File: config.mk
export PLATFORM = sky130hd
export DESIGN_NAME = output_drain_control
export DESIGN_NICKNAME = d
export VERILOG_FILES = /design/src/rtl/output_drain_control.sv
export SDC_FILE = /design/constraint.sdc
export NUM_CORES = 1
export LEC_CHECK = 0
export BUFFER_PORTS_ARGS = -buffer_cell sky130_fd_sc_hd__buf_2
export CAP_MARGIN = 5
export CORE_MARGIN = 1
export CORE_UTILIZATION = 49
export CTS_BUF_LIST = sky130_fd_sc_hd__clkbuf_4 sky130_fd_sc_hd__clkbuf_8
export DETAILED_ROUTE_END_ITERATION = 8
export PLACE_DENSITY = 0.66
export RECOVER_POWER = 25
export SLEW_MARGIN = 20
export SYNTH_ARGS = -nofsm -noshare
export SYNTH_HDL_FRONTEND = slang
export SYNTH_SLANG_ARGS = --single-unit
File: constraint.sdc
create_clock -name clk -period 8.64 [get_ports clk]
set_clock_uncertainty 0.2 [all_clocks]
set_input_delay 0 -clock clk [delete_from_list [all_inputs] [get_ports clk]]
set_output_delay 0 -clock clk [all_outputs]
set_load 0.03 [all_outputs]
File: src/rtl/output_drain_control.sv
// output_drain_control: de-skews per-lane array results into a local buffer and writes them word-by-word to L2.
// Optional OUTPUT_RELU_EN: negative results are written as zero.
module output_drain_control #(
    parameter int LANE_COUNT = 4,
    parameter int DATA_DEPTH = 8,
    parameter int OUT_DATAWIDTH = 32,
    parameter logic [31:0] L2_OUTPUT_ADDR = 32'h7000_0000
) (
    input  logic                                     clk,
    input  logic                                     rst,
    input  logic                                     begin_drain,
    input  logic [LANE_COUNT-1:0]                    array_out_valid,
    input  logic [LANE_COUNT-1:0][OUT_DATAWIDTH-1:0] array_out,
    output logic [31:0]                              output_address,
    output logic [31:0]                              output_data,
    output logic                                     output_enable,
    output logic [3:0]                               output_write_en,
    output logic                                     drain_busy,
    output logic                                     outputs_stored,
    output logic                                     drain_overflow
);
    localparam int WORDS = LANE_COUNT * DATA_DEPTH;
    localparam int CW = $clog2(DATA_DEPTH) + 1;
    localparam int WW = $clog2(WORDS) + 1;
    localparam int KW = $clog2(DATA_DEPTH);
    localparam int IW = $clog2(LANE_COUNT);

    typedef enum logic [1:0] {IDLE, COLLECT, WRITEBACK, DONE} state_t;
    state_t state, next_state;

    logic [CW-1:0] cnt [LANE_COUNT];
    logic [WW-1:0] wc;
    logic [OUT_DATAWIDTH-1:0] mem [DATA_DEPTH][LANE_COUNT];
    logic all_full, last_word;
    logic [KW-1:0] k_idx;
    logic [IW-1:0] i_idx;
    logic [OUT_DATAWIDTH-1:0] rd;
    logic [31:0] wdata;

    always_comb begin
        all_full = 1'b1;
        for (int i = 0; i < LANE_COUNT; i++) all_full &= cnt[i] == CW'(DATA_DEPTH);
    end

    assign last_word = wc == WW'(WORDS - 1);
    assign k_idx = KW'(wc / LANE_COUNT);
    assign i_idx = IW'(wc % LANE_COUNT);
    assign rd = mem[k_idx][i_idx];
`ifdef OUTPUT_RELU_EN
    assign wdata = rd[OUT_DATAWIDTH-1] ? 32'h0 : 32'($signed(rd));
`else
    assign wdata = 32'($signed(rd));
`endif
    assign drain_busy = state == COLLECT || state == WRITEBACK;

    always_ff @(posedge clk)
        if (rst) state <= IDLE;
        else state <= next_state;

    always_comb begin
        next_state = state;
        unique case (state)
            IDLE:      next_state = begin_drain ? COLLECT : IDLE;
            COLLECT:   next_state = all_full ? WRITEBACK : COLLECT;
            WRITEBACK: next_state = last_word ? DONE : WRITEBACK;
            default:   next_state = IDLE;
        endcase
    end

    // Buffer holds data only; it is never reset.
    always_ff @(posedge clk)
        if (!rst && state == COLLECT)
            for (int i = 0; i < LANE_COUNT; i++)
                if (array_out_valid[i] && cnt[i] < CW'(DATA_DEPTH)) mem[cnt[i][KW-1:0]][i] <= array_out[i];

    always_ff @(posedge clk) begin
        if (rst) begin
            output_address <= '0;
            output_data <= '0;
            output_enable <= 1'b0;
            output_write_en <= '0;
            outputs_stored <= 1'b0;
            drain_overflow <= 1'b0;
            wc <= '0;
            for (int i = 0; i < LANE_COUNT; i++) cnt[i] <= '0;
        end else begin
            output_enable <= state == WRITEBACK;
            output_write_en <= state == WRITEBACK ? 4'hF : 4'h0;
            outputs_stored <= state == DONE;
            if (state == WRITEBACK) begin
                output_address <= L2_OUTPUT_ADDR + (32'(wc) << 2);
                output_data <= wdata;
                wc <= wc + 1'b1;
            end
            if (state == IDLE && begin_drain) begin
                drain_overflow <= 1'b0;
                wc <= '0;
                for (int i = 0; i < LANE_COUNT; i++) cnt[i] <= '0;
            end
            if (state == COLLECT)
                for (int i = 0; i < LANE_COUNT; i++)
                    if (array_out_valid[i]) begin
                        if (cnt[i] < CW'(DATA_DEPTH)) cnt[i] <= cnt[i] + 1'b1;
                        else drain_overflow <= 1'b1;
                    end
        end
    end
endmodule

==> impl_metrics.csv <==
group,metric,value,unit
yosys,synth.avg_cell_area,20.75,µm²
cells_and_area,fillers,6135,
cells_and_area,final_common_cell,"edfxtp_1",
critical_path,worst-r2r-setup-slack,4.69,ns
critical_path,cp.required,9.11,ns
critical_path,cpMaxStageDelayCell,"buf_4",
critical_path,arrival,4.42,ns
cts,clock_latency,0.82,ns
die,start_util,0.4981,
yosys,async_flop_share,0,
die,rows,106,
cells_and_area,final_cell_mix,"edfxtp_1 (1036), dlygate4sd3_1 (272), mux4_2 (192)",
die,io_pins,207,
power_and_ir_drop,peakVddDrop,161.5,µV
sta,drv_slew,0,
critical_path,criticalPathCategory,"reg2reg",
global_routing,grt_pass1_wl,155.4,mm
sta,fin_crit_sh,0.4567,
yosys,synth.yosys.seq_area_share,0.7688,
placement,port_buffers,183,
sta,period_minus_slack,3.946,ns
sta,holdWs,0.07858,ns
cts,path_clk_slew,0.06,ns
yosys,ys.flop_type,"edfxtp_1",
cts,cts_sinks,1093,
yosys,synth_top_area_cell,"edfxtp_1",
critical_path,path_cells,"buf_4, buf_4, mux4_2, a22oi_1, a21o_1, a31oi_1",
sta,worst_pin_slew,1.080,ns
sta,fin_setup_tns,0,ns
cts,cts_max_level,4,
cells_and_area,multi_input_area,9065,µm²
power_and_ir_drop,power_density,207.3,nW/µm²
routing,drt_iter0_markers,2145,
cells_and_area,areaGrowthSynthToFinish,19.97,%
routing,via_per_inst,5.791,
routing,route.detailed.drc,0,
critical_path,cp_max_fo,44,
sta,relSlewSlack,0.2801,
yosys,ys_types,42,
global_routing,grtUsageTotal,0.2517,
global_routing,antenna_found_initial,7,
min_path,hold_class,"in2reg",
critical_path,cp_top_family,"buffers and inverters",
cts,cts_buffers,172,
sta,setup_violations,0,
cts,cts_tree,"done",
placement,place_ws,4.645,ns
critical_path,crit_top_cell,"buf_4",
placement,place_hpwl,61.47,mm
die,dieHeight,294.6,µm
cells_and_area,ff_latch_area,32260,µm²
run,cap_violations,0,
routing,vias,22378,
cells_and_area,final_nets,2734,
yosys,synth_area,41950,µm²
cts,clock-root-buffer,"clkbuf_8",
global_routing,grt_max_degree,99,
yosys,ys_warn_count,0,
cts,ctsHoldBuffers,272,
run_status,status,"finished, final reports clean",
critical_path,endpoint_kind,"register",
global_routing,first_global_vias,23426,
sta,fmax,0.2534,GHz
yosys,synthTopCellsByArea,"edfxtp_1 (74%), mux4_2 (10%), mux2i_1 (3.2%)",
cts,ctsResizeCount,0,
placement,routabilityCongestion,0.8139,
cts,post_cts_buffers,0,
routing,drt-total-wl,106.8,mm
die,core,84220,µm²
yosys,synth_top_area_frac,0.7416,
sta,timing.final.ws_setup,4.694,ns
global_routing,overflow,0,
die,dieArea,86780,µm²
critical_path,slowest_delay,0.81,ns
die,die_w,294.6,µm
routing,first_pass_iters,5,
cts,clockBufferDepth,3,
critical_path,startpoint_type,"register",
routing,drt-wirelength-per-cell,27.65,µm
sta,rsz0062_at_grt,"false",
yosys,syn_inst,2022,
sta,finalHoldViolCount,0,
yosys,ys_ff_latch,1093,
cells_and_area,drive_above_1_share,0.2913,
power_and_ir_drop,leakage,16.05,nW
routing,ant_nets,0,
critical_path,crit_buf_inv,2,
yosys,synth_edf_count,1036,
-- power breakdown --
group | switching [mW] | internal [mW] | total (mW) | leakage, nW
registers | 0.0113 | 5.82 | 5.83 | 9.80
logic | 0.151 | 0.126 | 0.277 | 4.41
clock network | 1.98 | 2.35 | 4.32 | 1.83
-- cell usage after synthesis, types with 4 or more instances --
cell      number
inv_1         16
nor2_1        54
buf_2         23
nor3_1         9
a32oi_1       32
edfxtp_1    1036
nand2_1       55
clkbuf_1      55
xor2_1         5
mux2i_1      133
xnor2_1        4
dfxtp_1       57
buf_4         39
nor2b_1        7
mux2_2        32
mux4_2       192
nand2b_1      10
a22oi_1      131
a21oi_1        4
nand3b_1       4
a21o_1        32
ha_1          14
a31oi_1       32
buf_6         20
-- logic make-up after synthesis --
| family | share of synthesized area |
|---|---|
| DFF | 0.7688 |
| AOI/OAI and AO/OA | 0.04194 |
| and+or+nand+nor | 0.01652 |
| other | 0.00008939 |
| xor gates and xnor gates | 0.001879 |
| adders and majority gates | 0.004176 |
| muxes | 0.1434 |
| buffers and inverters | 0.02318 |
-- per-stage QoR --
stage	area (µm²)	power, mW	instances	utilization
after detailed placement	44140	6.110	3273	0.5242
final	50330	10.43	3864	0.5976
after floorplan	42030	6.006	2044	-
after global routing	50320	10.74	3861	0.5975
after global placement	44140	6.097	3273	0.5242
after CTS	50320	10.50	3860	0.5974
-- cell type report --
class,instances,area share
inverters,17,0.001268
clock buffers,254,0.06114
well taps,1134,0.02819
multi-input cells,792,0.1801
clock inverters,61,0.007409
repair buffers,509,0.08060
flip-flops and latches,1093,0.6411
diodes,4,0.0001989
-- routing by layer --
metal	up-vias	wire (µm)	GRT usage
li1	9501	-	-
met1	11681	42200	0.3363
met2	1012	53400	0.4143
met3	178	7970	0.04804
met4	6	3244	0.08994
met5	-	30	0
-- path summary, 6_finish.rpt --
| path | end | start | cells after the start |
|---|---|---|---|
| max | output_data[13] | register | 6 |
| min | cnt[1][2] | array_out_valid[1] | 4 |
| min reg2reg | output_address[29] | output_address[29] | 2 |
| max reg2reg | output_data[13] | register | 6 |
-- state kept, by name, indices dropped and copies added, names as in the netlist, named ones only --
name	cells
output_address	7
wc	6
outputs_stored	1
output_data	32
output_write_en	1
cnt	16
drain_overflow	1
state	2
mem	1024
-- worst register-to-register path, stage by stage, from the launching register on --
cell and delay [ns]:
dfxtp_4 0.67, buf_4 0.72, buf_4 0.86, mux4_2 0.61, a22oi_1 0.47, a21o_1 0.19, a31oi_1 0.08
No activity file was read; power rests on OpenSTA's default activity.
